**src/rtl/uart_pkg.sv**
```systemverilog
// Shared definitions for the parametrised UART: parity modes, receiver
// states and the oversampling divider calculation.
package uart_pkg;

  localparam int PAR_NONE = 0;
  localparam int PAR_EVEN = 1;
  localparam int PAR_ODD  = 2;

  typedef enum logic [2:0] {
    IDLE,
    START,
    DATA,
    PARITY,
    STOP
  } rx_state_t;

  // Rounded clocks-per-tick; never below 1 so the tick can run every cycle.
  function automatic int calc_div(input int clk_freq_hz, input int baud, input int oversample);
    longint denom;
    longint div;
    denom = longint'(baud) * longint'(oversample);
    div   = (longint'(clk_freq_hz) + denom / 2) / denom;
    if (div < 1) div = 1;
    return int'(div);
  endfunction

endpackage

```
**src/rtl/uart_baud_tick.sv**
```systemverilog
// Free-running oversampling tick: one-cycle pulse every DIV clocks,
// shared by the UART receiver and transmitter.
module uart_baud_tick
  import uart_pkg::*;
#(
  parameter int CLK_FREQ_HZ = 50_000_000,
  parameter int BAUD        = 19_200,
  parameter int OVERSAMPLE  = 16
) (
  input  logic clk,
  input  logic reset,
  output logic tick
);

  localparam int DIV = calc_div(CLK_FREQ_HZ, BAUD, OVERSAMPLE);
  localparam int CW  = (DIV > 1) ? $clog2(DIV) : 1;

  logic [CW-1:0] cnt;

  always_ff @(posedge clk or negedge reset) begin
    if (!reset) begin
      cnt <= '0;
    end else if (cnt == CW'(DIV - 1)) begin
      cnt <= '0;
    end else begin
      cnt <= cnt + CW'(1);
    end
  end

  assign tick = (cnt == CW'(DIV - 1));

endmodule

```
**src/rtl/uart_rx_param.sv**
```systemverilog
// Parametrised UART receiver: 3-sample majority per bit, false-start
// rejection, optional parity, one or two stop bits, single-cycle done strobe.
module uart_rx_param
  import uart_pkg::*;
#(
  parameter int CLK_FREQ_HZ = 50_000_000,
  parameter int BAUD        = 19_200,
  parameter int OVERSAMPLE  = 16,
  parameter int DATA_BITS   = 8,
  parameter int PARITY_MODE = 0,
  parameter int STOP_BITS   = 1
) (
  input  logic                 clk,
  input  logic                 reset,
  input  logic                 rx,
  output logic [DATA_BITS-1:0] dout,
  output logic                 rx_done,
  output logic                 parity_err,
  output logic                 frame_err,
  output logic                 busy
);

  localparam int S   = OVERSAMPLE / 2;
  localparam int SCW = $clog2(OVERSAMPLE);
  localparam int BIW = $clog2(DATA_BITS);

  logic                 rx_meta, rx_s, rx_prev;
  logic                 tick;
  rx_state_t            state, state_next;
  logic [SCW-1:0]       sc;
  logic                 s0, s1, maj;
  logic [BIW-1:0]       bit_idx;
  logic                 stop_idx;
  logic [DATA_BITS-1:0] shift_reg;
  logic                 parity_bad, stop_bad;
  logic                 fall_edge, decide, bit_end, finish, par_expected;

  uart_baud_tick #(
    .CLK_FREQ_HZ(CLK_FREQ_HZ),
    .BAUD       (BAUD),
    .OVERSAMPLE (OVERSAMPLE)
  ) u_tick (
    .clk  (clk),
    .reset(reset),
    .tick (tick)
  );

  // Two-flop synchroniser plus one delayed copy for falling-edge detection.
  always_ff @(posedge clk or negedge reset) begin
    if (!reset) begin
      rx_meta <= 1'b1;
      rx_s    <= 1'b1;
      rx_prev <= 1'b1;
    end else begin
      rx_meta <= rx;
      rx_s    <= rx_meta;
      rx_prev <= rx_s;
    end
  end

  assign fall_edge    = rx_prev & ~rx_s;
  assign decide       = tick && (sc == SCW'(S + 1));
  assign bit_end      = tick && (sc == SCW'(OVERSAMPLE - 1));
  assign maj          = (s0 & s1) | (s0 & rx_s) | (s1 & rx_s);
  assign par_expected = (^shift_reg) ^ (PARITY_MODE == PAR_ODD);
  assign busy         = (state != IDLE);

  always_ff @(posedge clk or negedge reset) begin
    if (!reset) state <= IDLE;
    else        state <= state_next;
  end

  // The frame finishes at the last stop-bit decision, not at its end, so a
  // start edge straight after the stop bit is still seen from IDLE.
  always_comb begin
    state_next = state;
    finish     = 1'b0;
    case (state)
      IDLE:   if (fall_edge) state_next = START;
      START: begin
        if (decide && maj) state_next = IDLE;
        else if (bit_end)  state_next = DATA;
      end
      DATA: begin
        if (bit_end && bit_idx == BIW'(DATA_BITS - 1))
          state_next = (PARITY_MODE != PAR_NONE) ? PARITY : STOP;
      end
      PARITY: if (bit_end) state_next = STOP;
      STOP: begin
        if (decide && (STOP_BITS == 1 || stop_idx)) begin
          finish     = 1'b1;
          state_next = IDLE;
        end
      end
      default: state_next = IDLE;
    endcase
  end

  always_ff @(posedge clk or negedge reset) begin
    if (!reset) begin
      sc         <= '0;
      s0         <= 1'b0;
      s1         <= 1'b0;
      bit_idx    <= '0;
      stop_idx   <= 1'b0;
      shift_reg  <= '0;
      parity_bad <= 1'b0;
      stop_bad   <= 1'b0;
      dout       <= '0;
      rx_done    <= 1'b0;
      parity_err <= 1'b0;
      frame_err  <= 1'b0;
    end else begin
      rx_done <= 1'b0;
      if (state == IDLE) begin
        sc         <= '0;
        bit_idx    <= '0;
        stop_idx   <= 1'b0;
        parity_bad <= 1'b0;
        stop_bad   <= 1'b0;
      end else if (tick) begin
        sc <= (sc == SCW'(OVERSAMPLE - 1)) ? '0 : sc + SCW'(1);
        if (sc == SCW'(S - 1)) s0 <= rx_s;
        if (sc == SCW'(S))     s1 <= rx_s;
        if (sc == SCW'(S + 1)) begin
          case (state)
            DATA:    shift_reg  <= {maj, shift_reg[DATA_BITS-1:1]};
            PARITY:  parity_bad <= (maj != par_expected);
            STOP:    if (!maj) stop_bad <= 1'b1;
            default: ;
          endcase
        end
        if (sc == SCW'(OVERSAMPLE - 1)) begin
          case (state)
            DATA:    bit_idx  <= bit_idx + BIW'(1);
            STOP:    stop_idx <= 1'b1;
            default: ;
          endcase
        end
      end
      if (finish) begin
        dout       <= shift_reg;
        parity_err <= parity_bad;
        frame_err  <= stop_bad | ~maj;
        rx_done    <= 1'b1;
      end
    end
  end

endmodule

```
**config.mk**
```make
export PLATFORM = sky130hd
export DESIGN_NAME = uart_rx_param
export DESIGN_NICKNAME = d
export VERILOG_FILES = /design/src/rtl/uart_pkg.sv /design/src/rtl/uart_baud_tick.sv /design/src/rtl/uart_rx_param.sv
export SDC_FILE = /design/constraint.sdc
export NUM_CORES = 1
export LEC_CHECK = 0
export ABC_AREA = 1
export BUFFER_PORTS_ARGS = -buffer_cell sky130_fd_sc_hd__buf_2
export CORE_MARGIN = 2
export CORE_UTILIZATION = 59
export CTS_CLUSTER_SIZE = 10
export DETAILED_ROUTE_END_ITERATION = 12
export PLACE_DENSITY = 0.78
export SETUP_SLACK_MARGIN = 0.1
export SLEW_MARGIN = 20
export SYNTH_ARGS = -nofsm -noshare
export SYNTH_HDL_FRONTEND = slang
export SYNTH_SLANG_ARGS = --single-unit
```
**constraint.sdc**
```tcl
create_clock -name clk -period 1.8 [get_ports clk]
set_input_delay 0.18 -clock clk [delete_from_list [all_inputs] [get_ports clk]]
set_output_delay 0.18 -clock clk [all_outputs]
set_load 0.05 [all_outputs]
```
==> flow_summary.json <==
{
  "hold_viol": 0,
  "clock.fmax_ghz": 0.6066,
  "chipHeight_um": 65.22,
  "clk_latency_ns": 0.30,
  "crit_path_max_incr_delay_ns": 0.39,
  "synthCells": 255,
  "syn-cell-area_um2": 2211,
  "hold_slack_ns": 0.3597,
  "cts_tree": "done",
  "synth.distinct_cells": 30,
  "period_minus_slack_ns": 1.649,
  "cts_sinks": 44,
  "cts_htree_levels": 2,
  "grt_pass1_wl_um": 6906,
  "io_pins": 15,
  "yosysMostFrequentCell": "nand2_1",
  "synthArstFlopShare_pct": 100.0,
  "vias": 1687,
  "rrSetupSlack_ns": 0.16,
  "tns_ns": 0,
  "leakage_nw": 1.327,
  "dp_slack_ns": 0.09099,
  "gp_congestion": 0.8419,
  "switching_share_pct": 30.76,
  "synthTopCellsByCount": "67 x nand2_1, 41 x dfrtp_1, 37 x inv_1",
  "wl_per_cell_um": 11.86,
  "wl_um": 3937,
  "grt.total_usage_pct": 21.19,
  "cp_max_fo": 6,
  "port_buffers": 14,
  "nets": 293,
  "critPathTopFamily": "buffers and inverters",
  "path_class": "register to output port",
  "grt_pass1_vias": 1565,
  "antenna_found_initial": 0,
  "path_clk_slew_ns": 0.08,
  "netlist_top_cells_area": "dfrtp_1 46%, nand2_1 11%, o21ai_2 6.3%",
  "pwr-share-seq_pct": 38.9,
  "worst_slew_pin_slew_ns": 0.5500,
  "area_growth_pct": 17.66,
  "period_share_pct": 91.59,
  "rsz0062_at_grt": "yes",
  "cap_viol_max_count": 0,
  "die_w_um": 65.22,
  "arrival_ns": 1.47,
  "switchingPower_mw": 0.8397,
  "status": "finished, final reports clean",
  "hold_class": "register to register",
  "firstDrtPassIters": 5,
  "slew_violations": 0,
  "die_area_um2": 4253,
  "syn-num-nets": 265,
  "dp_hpwl_um": 2666,
  "rows": 22,
  "timing.final.ws_setup_ns": 0.1513,
  "cts_inserted_buffers": 5,
  "grt_max_degree": 45,
  "path_buf_inv": 3,
  "path_cells": "inv_1 -> nand2_1 -> nor2_4 -> inv_2 -> buf_2",
  "route.detailed.drc": 0,
  "p_int_mw": 1.890,
  "cp-end-kind": "output port",
  "fin_skew_ns": 0.004278,
  "maxSlewHeadroom_pct": 63.33,
  "required_ns": 1.62,
  "cts_root_buf": "clkbuf_8",
  "critPathSlowestCell": "dfrtp_1",
  "vias_per_cell": 5.081,
  "antenna_left": 0,
  "fill_cells": 294,
  "yosysTopAreaCell": "dfrtp_1",
  "synth_top_area_share_pct": 46.41,
  "synth_area_per_cell_um2": 8.670,
  "synth-edff-count": 0,
  "ir_drop_mv": 0.6632,
  "synth-seq-cells": 44,
  "core_area_um2": 3633,
  "drt_iter0_markers": 208,
  "p_clk_share_pct": 38.0,
  "combPwrFrac_pct": 23.1,
  "setup_viol": 0,
  "grt_overflow": 0,
  "initial_core_util_pct": 60.85,
  "yosys_most_used_dff": "dfrtp_1",
  "n_antenna_cell": 0,
  "drive_above_1_share_pct": 25.35,
  "cts_max_path_buffers": 2,
  "critPathLaunchType": "register",
  "yosysWarnings": 0,
  "pwr_density_cell_nw_per_um2": 1049,
  "seq_area_frac_synth_pct": 49.97
}
power groups by stage:
stage	Clock [mW]	Combinational, mW	Sequential, mW
after floorplan	0	0.423	1.07
after global placement	0	0.538	1.08
after detailed placement	0	0.543	1.08
after CTS	1.05	0.553	1.06
after global routing	1.09	0.706	1.07
final	1.04	0.631	1.06
area by class of cell:
type / count / area, um2 / area share [%]
clock buffer: 5 / 68.82 / 2.646
clock inverter: 3 / 90.09 / 3.463
inverter: 43 / 168.9 / 6.494
multi-input combinational: 166 / 964.7 / 37.09
sequential: 44 / 1106 / 42.52
tap: 48 / 60.06 / 2.309
timing repair buffer: 23 / 142.6 / 5.483
layout by cell type (no fill, tap or decap), types with 5 or more instances in the layout:
cell	count
ha_1	6
buf_4	7
o21ai_2	16
dfrtp_1	40
inv_1	36
nand3_1	15
clkbuf_8	5
buf_2	14
nor2_1	16
nand2_1	65
inv_2	5
o21ai_0	6
stage by stage:
stage	instance area (um2)	std cells	utilization, %	power, mW
floorplan	2211	255	-	1.492
finish	2601	332	71.59	2.730
CTS	2514	327	69.18	2.660
global placement	2330	317	64.12	1.615
global route	2601	332	71.59	2.859
detailed placement	2330	317	64.12	1.620
worst register-to-register path: cells and delay by family, from the launching register on:
family                     cells  cell delay (ns)
DFF                            1             0.41
and+or+nand+nor                7             0.66
buffers and inverters          5             0.34
adders and majority gates      1             0.13
repair_timing:
item / CTS / global route
resized for setup: 1 / 17
hold buffers: 2 / 0
hold endpoints to repair: 42 / 0
setup buffers: 0 / 5
pin swaps: 0 / 7
endpoints found under the setup margin: 8 / 27
per-layer routing:
layer	GRT usage (%)	share of wire, %	wire length (um)	vias to the layer above
li1	-	-	-	861
met1	29.00	47	1837	782
met2	32.65	48	1877	36
met3	3.596	3.6	140	8
met4	10.68	2.1	81	0
met5	0	0	0	-
cell families (layout without fill, tap and decap cells):
family                     after synthesis  count (layout)  synth area share (%)
xor gates and xnor gates                 4               4                 1.585
AOI/OAI and AO/OA                       34              34                 10.75
buffers and inverters                   45              74                 8.602
adders and majority gates                7               7                 3.961
and+or+nand+nor                        121             121                 25.13
DFF                                     44              44                 49.97
worst paths after layout:
kind | from | end | cells past startpoint
worst max-delay path | state[2]$_DFFE_PN0P_ | busy | 5
worst min-delay path | rx_meta$_DFF_PN1_ | rx_s$_DFF_PN1_ | 0
worst max register to register | u_tick.cnt[0]$_DFF_PN0_ | parity_bad$_DFFE_PN0P_ | 13
worst min register to register | rx_meta$_DFF_PN1_ | rx_s$_DFF_PN1_ | 0
max in group asynchronous | reset | sc[0]$_DFFE_PN0P_ | 3
min in group asynchronous | reset | sc[1]$_DFFE_PN0P_ | 3
No activity file was read; power rests on OpenSTA's default activity.
